<file path="src/rtl/sensor_packet_parser.sv">
// Receive-side deframer for the 9-byte sensor packet: hunts for 0x7E and checks length, reserved bits, checksum and end delimiter.
// It presents decoded fields on a single-entry output register and counts good and bad frames.
module sensor_packet_parser #(
   parameter int TIMEOUT_CYCLES = 1000,
   parameter int CNT_WIDTH      = 16
) (
   input  logic                 clk,
   input  logic                 rst,
   input  logic                 in_valid,
   input  logic [7:0]           in_data,
   output logic                 in_ready,
   output logic                 pkt_valid,
   input  logic                 pkt_ready,
   output logic [1:0]           pkt_sensor_id,
   output logic [15:0]          pkt_timestamp,
   output logic [15:0]          pkt_data,
   output logic                 err_frame,
   output logic                 err_length,
   output logic                 err_checksum,
   output logic                 err_overflow,
   output logic                 err_timeout,
   output logic [CNT_WIDTH-1:0] good_count,
   output logic [CNT_WIDTH-1:0] err_count,
   output logic [3:0]           dbg_state
);

   // Handshakes: a byte moves on in_valid && in_ready; a packet moves on pkt_valid && pkt_ready,
   // and the packet fields hold while pkt_valid && !pkt_ready.
   typedef enum logic [3:0] {
      S_HUNT  = 4'd0,
      S_ID    = 4'd1,
      S_LEN   = 4'd2,
      S_TS_HI = 4'd3,
      S_TS_LO = 4'd4,
      S_D_HI  = 4'd5,
      S_D_LO  = 4'd6,
      S_CHK   = 4'd7,
      S_END   = 4'd8
   } state_t;

   localparam int TW = (TIMEOUT_CYCLES > 1) ? $clog2(TIMEOUT_CYCLES + 1) : 1;

   state_t                r_state;
   logic [7:0]            r_xor;
   logic                  r_chk_bad;
   logic [1:0]            r_sid;
   logic [15:0]           r_ts;
   logic [15:0]           r_data;
   logic [TW-1:0]         r_tmo;
   logic                  r_pkt_valid;
   logic [1:0]            r_pkt_sid;
   logic [15:0]           r_pkt_ts;
   logic [15:0]           r_pkt_data;
   logic                  r_err_frame;
   logic                  r_err_length;
   logic                  r_err_checksum;
   logic                  r_err_overflow;
   logic                  r_err_timeout;
   logic [CNT_WIDTH-1:0]  r_good_count;
   logic [CNT_WIDTH-1:0]  r_err_count;

   logic w_acc;
   logic w_timeout;
   logic w_byte;
   logic w_pkt_free;
   logic w_good_end;
   logic w_load;
   logic w_e_frame;
   logic w_e_len;
   logic w_e_chk;
   logic w_e_ovf;
   logic w_err_any;

   assign in_ready   = !rst;
   assign w_acc      = in_valid && in_ready;
   // A byte arriving on the timeout cycle is dropped; hunting resumes next cycle.
   assign w_timeout  = (r_state != S_HUNT) && (r_tmo == TW'(TIMEOUT_CYCLES - 1));
   assign w_byte     = w_acc && !w_timeout;
   assign w_pkt_free = !r_pkt_valid || pkt_ready;
   assign w_good_end = w_byte && (r_state == S_END) && (in_data == 8'h7E) && !r_chk_bad;
   assign w_load     = w_good_end && w_pkt_free;

   assign w_e_frame = w_byte && (((r_state == S_ID) && (in_data != 8'h7E) && (in_data[5:0] != 6'd0)) ||
                                 ((r_state == S_END) && (in_data != 8'h7E)));
   assign w_e_len   = w_byte && (r_state == S_LEN) && (in_data != 8'h08);
   assign w_e_chk   = w_byte && (r_state == S_END) && (in_data == 8'h7E) && r_chk_bad;
   assign w_e_ovf   = w_good_end && !w_pkt_free;
   assign w_err_any = w_e_frame || w_e_len || w_e_chk || w_e_ovf || w_timeout;

   always_ff @(posedge clk) begin
      if (rst) begin
         r_state        <= S_HUNT;
         r_xor          <= 8'd0;
         r_chk_bad      <= 1'b0;
         r_sid          <= 2'd0;
         r_ts           <= 16'd0;
         r_data         <= 16'd0;
         r_tmo          <= '0;
         r_pkt_valid    <= 1'b0;
         r_pkt_sid      <= 2'd0;
         r_pkt_ts       <= 16'd0;
         r_pkt_data     <= 16'd0;
         r_err_frame    <= 1'b0;
         r_err_length   <= 1'b0;
         r_err_checksum <= 1'b0;
         r_err_overflow <= 1'b0;
         r_err_timeout  <= 1'b0;
         r_good_count   <= '0;
         r_err_count    <= '0;
      end else begin
         r_err_frame    <= w_e_frame;
         r_err_length   <= w_e_len;
         r_err_checksum <= w_e_chk;
         r_err_overflow <= w_e_ovf;
         r_err_timeout  <= w_timeout;

         if (w_load && (r_good_count != '1))
            r_good_count <= r_good_count + CNT_WIDTH'(1);
         if (w_err_any && (r_err_count != '1))
            r_err_count <= r_err_count + CNT_WIDTH'(1);

         if (w_load) begin
            r_pkt_valid <= 1'b1;
            r_pkt_sid   <= r_sid;
            r_pkt_ts    <= r_ts;
            r_pkt_data  <= r_data;
         end else if (r_pkt_valid && pkt_ready) begin
            r_pkt_valid <= 1'b0;
         end

         if (w_timeout || w_acc || (r_state == S_HUNT))
            r_tmo <= '0;
         else
            r_tmo <= r_tmo + TW'(1);

         if (w_timeout) begin
            r_state <= S_HUNT;
         end else if (w_byte) begin
            case (r_state)
               S_HUNT: begin
                  if (in_data == 8'h7E) begin
                     r_state <= S_ID;
                     r_xor   <= 8'd0;
                  end
               end
               S_ID: begin
                  if (in_data == 8'h7E) begin
                     r_xor <= 8'd0;
                  end else if (in_data[5:0] != 6'd0) begin
                     r_state <= S_HUNT;
                  end else begin
                     r_sid   <= in_data[7:6];
                     r_xor   <= in_data;
                     r_state <= S_LEN;
                  end
               end
               S_LEN: begin
                  if (in_data != 8'h08) begin
                     r_state <= S_HUNT;
                  end else begin
                     r_xor   <= r_xor ^ in_data;
                     r_state <= S_TS_HI;
                  end
               end
               S_TS_HI: begin
                  r_ts[15:8] <= in_data;
                  r_xor      <= r_xor ^ in_data;
                  r_state    <= S_TS_LO;
               end
               S_TS_LO: begin
                  r_ts[7:0] <= in_data;
                  r_xor     <= r_xor ^ in_data;
                  r_state   <= S_D_HI;
               end
               S_D_HI: begin
                  r_data[15:8] <= in_data;
                  r_xor        <= r_xor ^ in_data;
                  r_state      <= S_D_LO;
               end
               S_D_LO: begin
                  r_data[7:0] <= in_data;
                  r_xor       <= r_xor ^ in_data;
                  r_state     <= S_CHK;
               end
               S_CHK: begin
                  r_chk_bad <= (in_data != r_xor);
                  r_state   <= S_END;
               end
               default: r_state <= S_HUNT;
            endcase
         end
      end
   end

   assign pkt_valid     = r_pkt_valid;
   assign pkt_sensor_id = r_pkt_sid;
   assign pkt_timestamp = r_pkt_ts;
   assign pkt_data      = r_pkt_data;
   assign err_frame     = r_err_frame;
   assign err_length    = r_err_length;
   assign err_checksum  = r_err_checksum;
   assign err_overflow  = r_err_overflow;
   assign err_timeout   = r_err_timeout;
   assign good_count    = r_good_count;
   assign err_count     = r_err_count;
   assign dbg_state     = r_state;

endmodule

</file>
<file path="config.mk">
export PLATFORM = sky130hd
export DESIGN_NAME = sensor_packet_parser
export DESIGN_NICKNAME = d
export VERILOG_FILES = /design/src/rtl/sensor_packet_parser.sv
export SDC_FILE = /design/constraint.sdc
export NUM_CORES = 1
export LEC_CHECK = 0
export BUFFER_PORTS_ARGS = -buffer_cell sky130_fd_sc_hd__buf_2
export CORE_ASPECT_RATIO = 0.8
export CORE_MARGIN = 5
export CORE_UTILIZATION = 50
export DETAILED_ROUTE_END_ITERATION = 10
export GPL_TIMING_DRIVEN = 0
export PLACE_DENSITY = 0.79
export SLEW_MARGIN = 25
export SYNTH_ARGS = -nofsm -noshare
export SYNTH_HDL_FRONTEND = slang
export SYNTH_SLANG_ARGS = --single-unit
</file>
<file path="constraint.sdc">
create_clock -name clk -period 3.83 [get_ports clk]
set_input_delay 0.9575 -clock clk [delete_from_list [all_inputs] [get_ports clk]]
set_output_delay 0.9575 -clock clk [all_outputs]
set_load 0.05 [all_outputs]
</file>
# == Word-level counts from Yosys, hierarchy flattened ==
# Index checks and enable logic that the tools add are counted.
# word_totals
regBits,129
in_bits,12
output_inout_bits,77
word_cells,105
# classes
add_sub_neg,3
eq_ne,19
muxes,12
n_bitwise,4
n_reduce_logical,47
# ops
op,n
adder 16 x 1 -> 16 bit (second input constant),2
two-way mux 8 bit,4
inequality test 16 bit (second input constant),2
case mux 4 bit (8 select lines),1
case mux 8 bit (4 select lines),1
logical AND 1 bit,18
AND reduction 3 bit,6
equality test 4 x 3 -> 1 bit (second input constant),4
adder 10 x 1 -> 10 bit (second input constant),1
equality test 10 bit (second input constant),1
equality test 4 x 2 -> 1 bit (second input constant),2
equality test 8 x 7 -> 1 bit (second input constant),1
logical OR 1 bit,8
two-way mux 4 bit,2
inequality test 8 x 4 -> 1 bit (second input constant),1
inequality test 8 x 7 -> 1 bit (second input constant),1
inequality test 8 bit,1
nonzero test 4 bit,2
XOR 8 bit,1
inequality test 2 bit (second input constant),3
AND reduction 6 bit,1
nonzero test 6 bit,1
zero test 1 bit,5
AND reduction 5 bit,1
10 further kinds,15

# == Depth between registers and ports, before layout ==
# logic_depth
word_depth,11
ltp_mapped,9
mapped_depth_nobuf,7

# == Worst setup path before layout ==
# No wires, ideal clock.
# synth_path
path_type,input port to output port
startpoint,input port rst
endpoint,output port in_ready
arrival_time_ps,1912
required_ps,2873
path_slack_ps,960
path_stages,3
cell_sequence,clkbuf_1 -> inv_1 -> clkbuf_1
# synth_via
elab_chain_cells,1
# synth_rtl
element,line_no,source
from (decl),8,"input logic rst,"
zero test 1 bit,74,assign in_ready = !rst;
to (decl),11,"output logic in_ready,"
# Every way passes these cells.

# == Worst setup path after layout ==
# Ends and elaborated chain as after synthesis.

==> out/qor.yml <==
final_layout:
  area_growth_pct: 20.6
  post-route-util_pct: 62.2
  nNetsFinal: 782
  drive_above_1_share_pct: 18.4
  n_antenna_cell: 0
  n_fill_cell: 917
worst_hold_path:
  hold_class: "reg -> reg"
  min_from: "pkt_data[12]"
  hold-path-endpoint: "pkt_data[12]"
  hold_depth: 2
job:
  drv_cap: 0
grt:
  grt_pass1_vias: 4959
  antenna_found_initial: 0
  top_usage_layer: "met2"
  grt_use_met3_pct: 6.17
  overflow: 0
  grt_pass1_wl_um: 24100
  met2_usage_pct: 35.4
  grt_max_degree: 17
  grtUsageTotal_pct: 22.0
  grtUsageMet1_pct: 28.8
floorplanning:
  dieWidth_um: 129
  die_h_um: 105
  io_pins: 89
  start_util_pct: 51.6
  num_rows: 34
  core-area_um2: 11000
  die-area_um2: 13600
setup_path:
  worstPathRequired_ns: 2.87
  r2r_start: "r_tmo[0]"
  crit_type: "in -> out"
  cp-end-kind: "output pin"
  r2r_cells: 7
  regToRegEndpoint: "pkt_timestamp[5]"
  cp.arrival_ns: 2.42
  cp-start-kind: "primary input"
  ff2ff_setup_slack_ns: 1.27
  crit_fanout: 10
sta:
  grt_setup_unrepaired: "no"
  fmax_mhz: 296
  slew_headroom_pct: 55.3
  finalCriticalPeriod_ns: 3.37
  setup_viol: 0
  finalSetupTns_ns: 0
  period_share_pct: 88.1
  worstMarginPinSlew_ns: 0.671
  fin_skew_ns: 0.0145
  final_hold_viol_count: 0
  slew_viol_final: 0
clock_network:
  root_buffer: "clkbuf_16"
  post_cts_buffers: 0
  htreeDepth: 4
  ctsResizeCount: 0
  clock_latency_ns: 0.42
  clockBufferDepth: 2
  cts_sinks: 129
  numCtsBuffers: 17
  hold_buffers: 0
  path_clk_slew_ns: 0.06
  cts_tree: "built"
route:
  antenna_left: 0
  drc: 0
  avgRoutedWirePerCell_um: 16.1
  routed_wl_um: 14900
  via_count: 5196
  drtPass1Iterations: 5
  drtIter0Drc: 434
  drt-vias-per-instance: 5.64
power:
  p_leak_nw: 2.79
  p_int_mw: 2.35
  clock_power_share_pct: 52.9
  seqPwrFrac_pct: 44.6
  vdd_drop_max_uv: 339
  comb_power_share_pct: 2.4
  p_per_area_nw_per_um2: 441
  p_switching_uw: 660
  sw_frac_of_total_pct: 22.0
synth:
  netlist_instances: 668
  syn_nets: 683
  syn_avg_cell_area_um2: 8.48
  synthesis.area_um2: 5660
  synth_seq_cells: 129
  async_flop_share_pct: 0
  yosysSeqAreaShare_pct: 45.6
  ys_warn_count: 0
  synth-edff-count: 0
  synthDistinctLibCells: 53
  synth_top_flop_cell: "dfxtp_1"
place:
  hpwl_um: 10400
  io_buffers: 80
  gp_congestion: 0.919
run_status:
  status: "finished clean"
==> worst max-delay path by stage <==
| stage | start | end | slack [ns] | cells after the start |
|---|---|---|---|---|
| final | rst | in_ready | 0.46 | 5 |
| after global routing | rst | in_ready | 0.43 | 5 |
| after CTS | rst | in_ready | 0.52 | 5 |
| after detailed placement | rst | in_ready | 0.52 | 5 |
| after global placement | rst | in_ready | 0.53 | 5 |
| after floorplan | rst | in_ready | 0.96 | 3 |
==> critical path, stage by stage <==
cell and delay [ns]:
buf_2 0.12, clkbuf_1 0.24, inv_1 0.30, clkbuf_1 0.43
buf_2 0.37
==> Yosys cell counts (8+ instances only) <==
library cell	n	share of area, %
xnor2_1	8	1.2
inv_1	9	0.60
or3_1	9	0.99
nand3_1	24	2.1
clkbuf_1	23	1.5
and3_1	10	1.1
o211ai_1	9	1.2
mux2i_1	36	6.4
nand4_1	15	1.7
nor2b_1	14	1.5
o21ai_0	26	2.3
nand2_1	95	6.3
nor2_1	98	6.5
xor2_1	16	2.5
dfxtp_1	129	46
buf_2	10	0.88
a21oi_1	55	4.9
==> sequential cells by signal, summed over array words and instances (netlist names), 2 cells and up <==
register	count
pkt_data	16
good_count	16
pkt_timestamp	16
r_sid	2
err_count	16
r_tmo	10
pkt_sensor_id	2
r_ts	16
dbg_state	4
r_data	16
r_xor	8
==> power groups by stage <==
| stage | clock, mW | combinational (mW) | sequential [mW] |
|---|---|---|---|
| after global placement | 0 | 0.0687 | 1.37 |
| after detailed placement | 0 | 0.0710 | 1.37 |
| after floorplan | 0 | 0.0456 | 1.37 |
| after CTS | 1.60 | 0.0711 | 1.34 |
| final | 1.59 | 0.0730 | 1.34 |
| after global routing | 1.66 | 0.0772 | 1.34 |
==> through the flow <==
| stage | hold slack (ns) | power, mW | worst slack (ns) | cell area, um^2 | std cells |
|---|---|---|---|---|---|
| 6_report | 0.447 | 3.01 | 0.455 | 6830 | 922 |
| 5_1_grt | 0.462 | 3.08 | 0.434 | 6830 | 922 |
| 3_3_place_gp | 0.440 | 1.44 | 0.533 | 6240 | 892 |
| 2_1_floorplan | 0.430 | 1.42 | 0.960 | 5660 | 668 |
| 4_1_cts | 0.447 | 3.02 | 0.518 | 6830 | 922 |
| 3_5_place_dp | 0.441 | 1.44 | 0.516 | 6240 | 892 |
==> logic make-up (layout without fill, tap and decap cells) <==
logic type      Yosys count  count (layout)  share of synthesized area (%)
xor+xnor                 24              24                           3.71
simple gates            310             310                           26.9
mux                      43              43                           7.76
fa+ha+maj                 3               3                          0.663
flops                   129             129                           45.6
compound gates          110             110                           11.4
buf+inv                  49             159                           3.93
==> cell usage in the layout (no fill, tap or decap), types with 8 or more instances in the layout <==
cell type  count
inv_1          9
xnor2_1        8
xor2_1        16
nand2_1       95
nor2b_1       14
dfxtp_1      129
o211ai_1       9
mux2i_1       36
o21ai_0       26
a21oi_1       55
and3_1        10
nor2_1        98
or3_1          9
clkbuf_1      23
nand4_1       15
buf_2         90
nand3_1       24
clkbuf_16     17
==> metal layers <==
metal  up-vias  share of wire [%]
li1       2508                  -
met1      2414                 43
met2       242                 46
met3        32                9.8
met4         0                1.7
met5         -                  0
==> final cells by class <==
type	count	area [um^2]	area share, %
Buffer	40	189	2.77
Clock buffer	19	453	6.64
Clock inverter	11	130	1.91
Inverter	9	33.8	0.495
Multi-Input combinational cell	490	2860	41.9
Sequential cell	129	2580	37.8
Tap cell	144	180	2.64
Timing Repair Buffer	80	400	5.87
Power figures use the tool's default switching activity.
